<file path="src/rtl/pong_pkg.sv">
// Shared types and default tone/duration constants for the Pong sound-effect path.
// Also used by the game-logic block so both sides agree on timing.
package pong_pkg;

  typedef enum logic [2:0] {
    IDLE,
    HIT,
    WALL,
    SCORE_A,
    SCORE_B
  } sfx_state_t;

  localparam int TICK_DIV_DEF     = 100_000;
  localparam int HIT_HALF_DEF     = 113_636;
  localparam int WALL_HALF_DEF    = 227_273;
  localparam int SCORE_A_HALF_DEF = 56_818;
  localparam int SCORE_B_HALF_DEF = 113_636;
  localparam int HIT_TICKS_DEF    = 50;
  localparam int WALL_TICKS_DEF   = 30;
  localparam int SCORE_TICKS_DEF  = 150;

  function automatic int max2(input int a, input int b);
    return (a > b) ? a : b;
  endfunction

  // The tone generator has no parameters, so its counter is sized for the longest default tone.
  localparam int HALF_W = $clog2(max2(max2(HIT_HALF_DEF, WALL_HALF_DEF),
                                      max2(SCORE_A_HALF_DEF, SCORE_B_HALF_DEF)));

endpackage

</file>
<file path="src/rtl/pong_tone_gen.sv">
// Square-wave generator: high for the first half-period after restart,
// then toggles every half-period. The half-period is a runtime input.
module pong_tone_gen
  import pong_pkg::*;
(
  input  logic              clk_i,
  input  logic              reset_i,
  input  logic              restart_i,
  input  logic              run_i,
  input  logic [HALF_W-1:0] half_i,
  output logic              wave_o
);

  logic [HALF_W-1:0] cnt_q, cnt_d;
  logic              wave_q, wave_d;

  always_comb begin
    // NOTE: every variable gets a default first so no path leaves it unassigned (no latch).
    cnt_d  = cnt_q;
    wave_d = wave_q;
    if (restart_i || !run_i) begin
      cnt_d  = '0;
      wave_d = 1'b1;
    end else if (cnt_q == half_i - HALF_W'(1)) begin
      cnt_d  = '0;
      wave_d = ~wave_q;
    end else begin
      cnt_d = cnt_q + HALF_W'(1);
    end
  end

  always_ff @(posedge clk_i) begin
    // NOTE: sequential state uses non-blocking assignments so all flops update together.
    if (reset_i) begin
      cnt_q  <= '0;
      wave_q <= 1'b0;
    end else begin
      cnt_q  <= cnt_d;
      wave_q <= wave_d;
    end
  end

  assign wave_o = wave_q;

endmodule

</file>
<file path="src/rtl/pong_sfx.sv">
// Pong sound effects: arbitrates game events into timed square-wave tones
// and gates the amplifier enable and audio level.
module pong_sfx
  import pong_pkg::*;
#(
  parameter int TICK_DIV     = TICK_DIV_DEF,
  parameter int HIT_HALF     = HIT_HALF_DEF,
  parameter int WALL_HALF    = WALL_HALF_DEF,
  parameter int SCORE_A_HALF = SCORE_A_HALF_DEF,
  parameter int SCORE_B_HALF = SCORE_B_HALF_DEF,
  parameter int HIT_TICKS    = HIT_TICKS_DEF,
  parameter int WALL_TICKS   = WALL_TICKS_DEF,
  parameter int SCORE_TICKS  = SCORE_TICKS_DEF
) (
  input  logic CLK100MHZ,
  input  logic reset,
  input  logic enable,
  input  logic mute,
  input  logic hit_pulse,
  input  logic wall_pulse,
  input  logic score_pulse,
  output logic AUD_PWM,
  output logic AUD_SD,
  output logic busy
);

  localparam int PRESC_W = $clog2(TICK_DIV);
  localparam int DUR_W   = $clog2(max2(max2(HIT_TICKS, WALL_TICKS), SCORE_TICKS) + 1);

  sfx_state_t        state_q, state_d;
  logic              restart;
  logic [PRESC_W-1:0] presc_q, presc_d;
  logic [DUR_W-1:0]   dur_q, dur_d;
  logic [HALF_W-1:0]  cur_half;
  logic [DUR_W-1:0]   cur_last;
  logic               tick, tone_end, wave;

  always_comb begin
    cur_half = '0;
    cur_last = '0;
    unique case (state_q)
      HIT:     begin cur_half = HALF_W'(HIT_HALF);     cur_last = DUR_W'(HIT_TICKS - 1);   end
      WALL:    begin cur_half = HALF_W'(WALL_HALF);    cur_last = DUR_W'(WALL_TICKS - 1);  end
      SCORE_A: begin cur_half = HALF_W'(SCORE_A_HALF); cur_last = DUR_W'(SCORE_TICKS - 1); end
      SCORE_B: begin cur_half = HALF_W'(SCORE_B_HALF); cur_last = DUR_W'(SCORE_TICKS - 1); end
      default: ;
    endcase
  end

  assign tick     = (presc_q == PRESC_W'(TICK_DIV - 1));
  assign tone_end = tick && (dur_q == cur_last) && (state_q != IDLE);

  always_ff @(posedge CLK100MHZ) begin
    if (reset) state_q <= IDLE;
    else       state_q <= state_d;
  end

  always_comb begin
    state_d = state_q;
    restart = 1'b0;
    if (!enable) begin
      state_d = IDLE;
    end else if (score_pulse) begin
      state_d = SCORE_A;
      restart = 1'b1;
    end else if (hit_pulse && (state_q inside {IDLE, HIT, WALL})) begin
      state_d = HIT;
      restart = 1'b1;
    end else if (wall_pulse && (state_q inside {IDLE, WALL})) begin
      state_d = WALL;
      restart = 1'b1;
    end else if (tone_end) begin
      // The jingle chains into its second note; every other tone just stops.
      if (state_q == SCORE_A) begin
        state_d = SCORE_B;
        restart = 1'b1;
      end else begin
        state_d = IDLE;
      end
    end
  end

  always_comb begin
    presc_d = presc_q + PRESC_W'(1);
    dur_d   = dur_q;
    if (restart || state_d == IDLE) begin
      presc_d = '0;
      dur_d   = '0;
    end else if (tick) begin
      presc_d = '0;
      dur_d   = dur_q + DUR_W'(1);
    end
  end

  always_ff @(posedge CLK100MHZ) begin
    if (reset) begin
      presc_q <= '0;
      dur_q   <= '0;
    end else begin
      presc_q <= presc_d;
      dur_q   <= dur_d;
    end
  end

  pong_tone_gen u_tone (
    .clk_i     (CLK100MHZ),
    .reset_i   (reset),
    .restart_i (restart),
    .run_i     (state_d != IDLE),
    .half_i    (cur_half),
    .wave_o    (wave)
  );

  // Outputs decode registered state only; mute gates combinationally.
  always_comb begin
    busy    = (state_q != IDLE);
    AUD_SD  = busy && !mute;
    AUD_PWM = busy && !mute && wave;
  end

endmodule

</file>
<file path="config.mk">
export PLATFORM = sky130hd
export DESIGN_NAME = pong_sfx
export DESIGN_NICKNAME = d
export VERILOG_FILES = /design/src/rtl/pong_pkg.sv /design/src/rtl/pong_tone_gen.sv /design/src/rtl/pong_sfx.sv
export SDC_FILE = /design/constraint.sdc
export NUM_CORES = 1
export LEC_CHECK = 0
export ABC_AREA = 1
export BUFFER_PORTS_ARGS = -buffer_cell sky130_fd_sc_hd__buf_4
export CORE_ASPECT_RATIO = 1.5
export CORE_MARGIN = 4
export CORE_UTILIZATION = 56
export DETAILED_ROUTE_END_ITERATION = 10
export GPL_TIMING_DRIVEN = 1
export MAX_ROUTING_LAYER = met4
export PLACE_DENSITY_LB_ADDON = 0.05
export SETUP_SLACK_MARGIN = 0.1
export SLEW_MARGIN = 10
export SYNTH_ARGS = -nofsm -noshare
export SYNTH_HDL_FRONTEND = slang
export SYNTH_SLANG_ARGS = --single-unit
export TNS_END_PERCENT = 50
</file>
<file path="constraint.sdc">
create_clock -name CLK100MHZ -period 2.5 [get_ports CLK100MHZ]
set_input_delay 0 -clock CLK100MHZ [delete_from_list [all_inputs] [get_ports CLK100MHZ]]
set_output_delay 0 -clock CLK100MHZ [all_outputs]
set_load 0.02 [all_outputs]
</file>
==> impl_metrics.json, run 1 <==
{
  "cts_tree": "yes",
  "ys_ff_latch": 47,
  "wl_met3_um": 118,
  "drive_above_1_share_pct": 15.8,
  "final_nets": 493,
  "hold_path.startpoint": "score_pulse",
  "crit_arrival_ns": 2.46,
  "grt_pass1_vias": 2686,
  "synth_commonest_cells": "nand2_1 (98), nor2_1 (74), inv_1 (68)",
  "yosysMostFrequentCell": "nand2_1",
  "cp_slowest_cell": "dfxtp_4",
  "clock_path_buffers": 2,
  "dr.pass1.iters": 5,
  "clk_pin_slew_ns": 0.10,
  "vias": 2794,
  "finalSetupTns_ns": 0,
  "yosys.area.top_type_share_pct": 31.3,
  "dieHeight_um": 97.7,
  "synth_edf_count": 0,
  "maxSlewHeadroom_pct": 76.2,
  "fin_crit_ns": 2.25,
  "syn_inst": 453,
  "die_w_um": 67.8,
  "ys_types": 33,
  "hold_violations": 0,
  "num_antenna_cells": 0,
  "finalSetupViolCount": 0,
  "crit_family": "simple AND/OR/NAND/NOR gates",
  "wl_met1_mm": 2.70,
  "ant_nets": 0,
  "grt_start_max_net_pins": 19,
  "critPathBufInv": 3,
  "start_util_pct": 58.1,
  "wirelength_mm": 6.79,
  "htreeDepth": 2,
  "routed.top_layer": "met4",
  "worst_pin_slew_ns": 0.355,
  "rr_startpoint": "state_q[2]$_SDFF_PP0_",
  "antenna_found_initial": 0,
  "grt_remaining_overflow": 0,
  "worst-setup-path-type": "reg -> reg",
  "clock-sinks": 47,
  "wl_met2_mm": 3.69,
  "dpl.hpwl_mm": 5.23,
  "drc": 0,
  "cap_violations": 0,
  "crit_path_cell_trace": "nor2_2 > nand2_2 > buf_4 > ha_1 > inv_1 > nand4_1 > nand3_1 > nand3_1 > nor2_1 > nand3_1 > nor2_1 > nor2_2 > nand3_4 > buf_12 > nor2_1",
  "fin_worst_skew_ns": 0.0150,
  "clkLatencyLatePin_ns": 0.31,
  "cp-end-kind": "register",
  "syn_area_mm2": 0.00300,
  "yosysWarnings": 0,
  "cts_inserted_buffers": 5,
  "slew_violations": 0,
  "portBuffers": 9,
  "drt-wirelength-per-cell_um": 12.3,
  "total_power_uw": 1460,
  "worstSetupStartpointType": "register",
  "yosys-top-cells-area": "dfxtp_1 (31%), nand2_1 (12%), xor2_1 (9.3%)",
  "fill_cells": 464,
  "hp-class": "in -> reg",
  "seq_area_frac_synth_pct": 31.3,
  "max_freq_ghz": 0.444,
  "min_period_over_period_pct": 90.0,
  "required_ns": 2.71,
  "ys.flop_type": "dfxtp_1",
  "num_rows": 32,
  "syn-num-nets": 465,
  "grt_setup_unrepaired": "true",
  "status": "completed",
  "drtIter0Drc": 92,
  "area_delta_synth_final_pct": 13.4,
  "slowest_delay_ns": 0.39,
  "cts-root-buf": "clkbuf_8",
  "grt_pass1_wl_mm": 11.2,
  "post_synth.cell_area_avg_um2": 6.63,
  "gp_congestion": 0.953,
  "ys_async_sr_fraction_pct": 0,
  "p_leak_uw": 0.00140,
  "power.density_mw_per_mm2": 430,
  "vdd_drop_max_mv": 0.466,
  "ios": 10,
  "synth_top_area_cell": "dfxtp_1",
  "die_area_mm2": 0.00662,
  "core_area_mm2": 0.00516,
  "crit_start": "state_q[2]$_SDFF_PP0_",
  "path_max_fanout": 12,
  "grt_use_total_pct": 22.3,
  "vias_per_cell": 5.08
}
cell type report:
type	instances	area [µm²]	share of cell area (%)
clock buffer	5	68.8	2.02
timing repair buffer	27	220	6.47
sequential	47	947	27.8
inverter	71	267	7.83
tap	68	85.1	2.50
clock inverter	3	27.5	0.809
multi-input combinational	329	1790	52.5
flip-flops by register name, indices dropped and copies added, names as in the netlist:
name and flops:
u_tone.cnt_q 18, presc_q 17, dur_q 8, state_q 3
u_tone.wave_o 1
cells by family after synthesis:
logic type	Yosys count	share of synthesized area, %
AND/OR/NAND/NOR	272	42.0
buffers and inverters	77	10.5
flip-flops	47	31.3
XOR/XNOR	37	10.8
AO/OA/AOI/OAI	14	3.00
adder cells (fa/ha/maj)	5	2.08
multiplexers	1	0.333
cell usage in the layout (no fill, tap or decap), types with 2 or more instances in the layout:
cell / netlist / final
nand2_1: 98 / 96
nor2_1: 74 / 68
inv_1: 68 / 67
dfxtp_1: 47 / 44
nand3_1: 42 / 40
xor2_1: 32 / 32
buf_4: 0 / 24
nor2_2: 14 / 19
nand4_1: 16 / 16
nor3_1: 9 / 9
nor4_1: 5 / 5
xnor2_1: 5 / 5
clkbuf_8: 0 / 5
inv_2: 3 / 4
nand2_2: 2 / 4
o21ai_0: 4 / 4
ha_1: 5 / 4
nand3_2: 1 / 3
nand3b_1: 3 / 3
o211ai_1: 3 / 3
a21oi_1: 2 / 2
o21ai_1: 3 / 2
nand3_4: 2 / 2
dlygate4sd3_1: 0 / 2
dfxtp_2: 0 / 2
stage by stage:
stage	utilization (%)	area (µm²)	instances	setup WS (ns)	hold slack (ns)
global route	65.9	3400	550	0.00934	0.0802
global placement	61.6	3180	534	0.172	0.233
floorplan	-	3000	453	0.138	0.0724
finish	65.9	3400	550	0.250	0.0477
detailed placement	61.6	3180	534	0.0725	0.242
CTS	63.9	3300	544	0.0479	0.0457
power breakdown:
part	internal (µW)	switching (µW)
Combinational	78.4	126
Sequential	754	7.49
Clock	208	291
Total	1040	424
tightest hold or removal path: cells and delay by family:
family | cells | cell delay, ns
buf+inv | 1 | 0.08
simple gates | 3 | 0.19
compound gates | 1 | 0.05
timing repair:
item / 4_1_cts / 5_1_grt
resized for setup: 0 / 18
hold buffers: 2 / 0
buffers inserted: 0 / 6
setup endpoints to repair: 18 / 44
endpoints found under the hold margin: 3 / 0
pin swaps: 0 / 4
layer usage:
layer / global-route usage (%) / vias up
li1: - / 1475
met1: 21.8 / 1251
met2: 40.7 / 42
met3: 3.70 / 26
met4: 9.95 / 0
met5: - / -
path summary, 6_finish.rpt:
kind                                endpoint  slack, ns  cells after the start
setup reg to reg  u_tone.cnt_q[3]$_SDFF_PP0_       0.25                     15
setup / recovery  u_tone.cnt_q[3]$_SDFF_PP0_       0.25                     15
hold / removal         state_q[0]$_SDFF_PP0_       0.05                      5
hold reg to reg        presc_q[0]$_SDFF_PP0_       0.45                      1
Note: power is estimated with default switching activity, not from simulation.
==> run 2, diff against run 1 <==
--- a/config.mk
+++ b/config.mk
@@ -7,9 +7,11 @@
 export LEC_CHECK = 0
 export ABC_AREA = 1
 export BUFFER_PORTS_ARGS = -buffer_cell sky130_fd_sc_hd__buf_4
+export CELL_PAD_IN_SITES_DETAIL_PLACEMENT = 0
+export CELL_PAD_IN_SITES_GLOBAL_PLACEMENT = 1
 export CORE_ASPECT_RATIO = 1.5
 export CORE_MARGIN = 4
-export CORE_UTILIZATION = 56
+export CORE_UTILIZATION = 40
 export DETAILED_ROUTE_END_ITERATION = 10
 export GPL_TIMING_DRIVEN = 1
 export MAX_ROUTING_LAYER = met4
==> run 2 against run 1 <==
Clock-buffer cell count increased by 1. Fmax rose by 0.29%. Final cell count rose by 6.2%. Total power rose by 1.0%. Critical endpoint is now u_tone.cnt_q[8]$_SDFF_PP0_. Highest routed layer unchanged. Clock skew shrank 0.0060 ns. Utilization shrank 17 points. Worst setup slack better by 0.0066 ns. Register-to-register slack barely moved.
==> impl_metrics.json, run 2 (synthesis results as in run 1) <==
{
  "cts_inserted_buffers": 5,
  "worstSetupStartpointType": "register",
  "gp_congestion": 0.949,
  "worst_pin_slew_ns": 0.457,
  "hp-class": "in -> reg",
  "clkLatencyLatePin_ns": 0.31,
  "drc": 0,
  "layout.cells.most_common_list": "nand2_1 (95), nor2_1 (68), inv_1 (67)",
  "die_area_mm2": 0.00898,
  "grt_start_max_net_pins": 19,
  "ant_nets": 0,
  "power_frac_seq_pct": 51.5,
  "vias": 2825,
  "drt-wirelength-per-cell_um": 13.6,
  "grt_setup_unrepaired": "false",
  "start_util_pct": 41.3,
  "die_w_um": 78.7,
  "p_leak_uw": 0.00144,
  "status": "completed",
  "grt_pass1_wl_mm": 12.1,
  "drtIter0Drc": 104,
  "p_clk_share_pct": 32.9,
  "fin_crit_ns": 2.24,
  "cp-end-kind": "register",
  "num_antenna_cells": 0,
  "slew_violations": 0,
  "portBuffers": 9,
  "num_rows": 38,
  "drive_above_1_share_pct": 17.4,
  "core_area_mm2": 0.00727,
  "clock-sinks": 47,
  "cts-root-buf": "clkbuf_8",
  "wirelength_mm": 7.97,
  "grt_use_total_pct": 18.1,
  "path_max_fanout": 10,
  "ios": 10,
  "switchingPower_uw": 421,
  "hold_slack_ns": 0.0522,
  "p_int_uw": 1060,
  "maxSlewHeadroom_pct": 69.5,
  "vdd_drop_max_mv": 0.375,
  "reg_top3": "u_tone.cnt_q: 18 flops, presc_q: 17 flops, dur_q: 8 flops",
  "largest_reg_flops": 18,
  "power.density_mw_per_mm2": 416,
  "clock_path_buffers": 2,
  "dieHeight_um": 114,
  "finalSetupViolCount": 0,
  "hold_violations": 0,
  "dpl.hpwl_mm": 6.08,
  "mostFrequentLayoutCell": "nand2_1",
  "cap_violations": 0,
  "max_freq_ghz": 0.446,
  "grt_pass1_vias": 2615,
  "antenna_found_initial": 0,
  "finalSetupTns_ns": 0,
  "area_delta_synth_final_pct": 18.4,
  "htreeDepth": 2,
  "fin_worst_skew_ns": 0.00901,
  "crit_arrival_ns": 2.45,
  "final_nets": 496,
  "power_frac_comb_pct": 15.6,
  "required_ns": 2.71,
  "top_register": "u_tone.cnt_q",
  "cts_tree": "yes",
  "vias_per_cell": 4.84,
  "grt_remaining_overflow": 0,
  "worst-setup-path-type": "reg -> reg",
  "dr.pass1.iters": 4,
  "power.share.switching_pct": 28.5,
  "min_period_over_period_pct": 89.8,
  "clk_pin_slew_ns": 0.09
}
==> run 2: cell count changes in the layout (fill, tap and decap cells not counted), moves of 2 or more <==
cell / change
buf_4: -3
nor2_4: +2
dfxtp_1: -2
nand3_4: +4
nor2_2: -2
==> run 2: through the flow <==
step | area (µm²) | setup WS [ns] | total power [µW] | instances | utilization, %
2_1_floorplan | 3000 | 0.138 | 916 | 453 | -
3_3_place_gp | 3240 | 0.120 | 970 | 568 | 44.5
3_5_place_dp | 3240 | 0.0797 | 969 | 568 | 44.5
4_1_cts | 3350 | 0.111 | 1460 | 577 | 46.0
5_1_grt | 3550 | 0.0950 | 1560 | 584 | 48.8
6_report | 3550 | 0.256 | 1480 | 584 | 48.8
==> run 2: layout make-up <==
type,count,area [µm²]
Multi-Input combinational cell,334,1910
Clock buffer,6,82.6
Tap cell,100,125
Timing Repair Buffer,25,209
Clock inverter,1,8.76
Sequential cell,47,952
Fill cell,773,3720
Inverter,71,267
==> run 2: power by group through the flow <==
stage / Sequential (µW) / Clock [µW] / Combinational [µW]
6_report: 762 / 487 / 230
5_1_grt: 764 / 538 / 257
4_1_cts: 762 / 508 / 192
3_5_place_dp: 780 / 0 / 189
3_3_place_gp: 780 / 0 / 190
2_1_floorplan: 775 / 0 / 141
==> run 2: critical path, cell delays in order (launching register included) <==
cell and delay (ns):
dfxtp_2 0.43, inv_1 0.12, a21oi_4 0.31, nand3_4 0.22
nand2_4 0.12, nand2_1 0.06, nand2_1 0.06, nand2_1 0.06
nor2_2 0.13, nand3_1 0.10, nor2_2 0.16, nor2_4 0.06
buf_12 0.14, nand3_4 0.13, nor2_2 0.04
==> run 2: what timing repair did <==
action,CTS,global route
resized for setup,1,33
pin swaps,0,10
hold endpoints to repair,3,0
hold buffers,2,0
buffers inserted,0,2
setup endpoints to repair,15,45
cloned,0,5
==> run 2: metal layers <==
layer / GRT usage (%) / vias to the layer above / share of wire (%)
li1: - / 1495 / -
met1: 17.2 / 1272 / 38
met2: 34.7 / 45 / 56
met3: 3.23 / 13 / 3.0
met4: 8.05 / 0 / 3.1
met5: - / - / 0
==> run 2: path summary, 6_finish.rpt <==
check / start / to / slack (ns) / depth (start not counted)
worst min-delay path: enable / state_q[1]$_SDFF_PP0_ / 0.05 / 3
worst max register to register: state_q[1]$_SDFF_PP0_ / u_tone.cnt_q[8]$_SDFF_PP0_ / 0.26 / 14
worst min register to register: presc_q[0]$_SDFF_PP0_ / presc_q[0]$_SDFF_PP0_ / 0.45 / 1
worst max-delay path: state_q[1]$_SDFF_PP0_ / u_tone.cnt_q[8]$_SDFF_PP0_ / 0.26 / 14
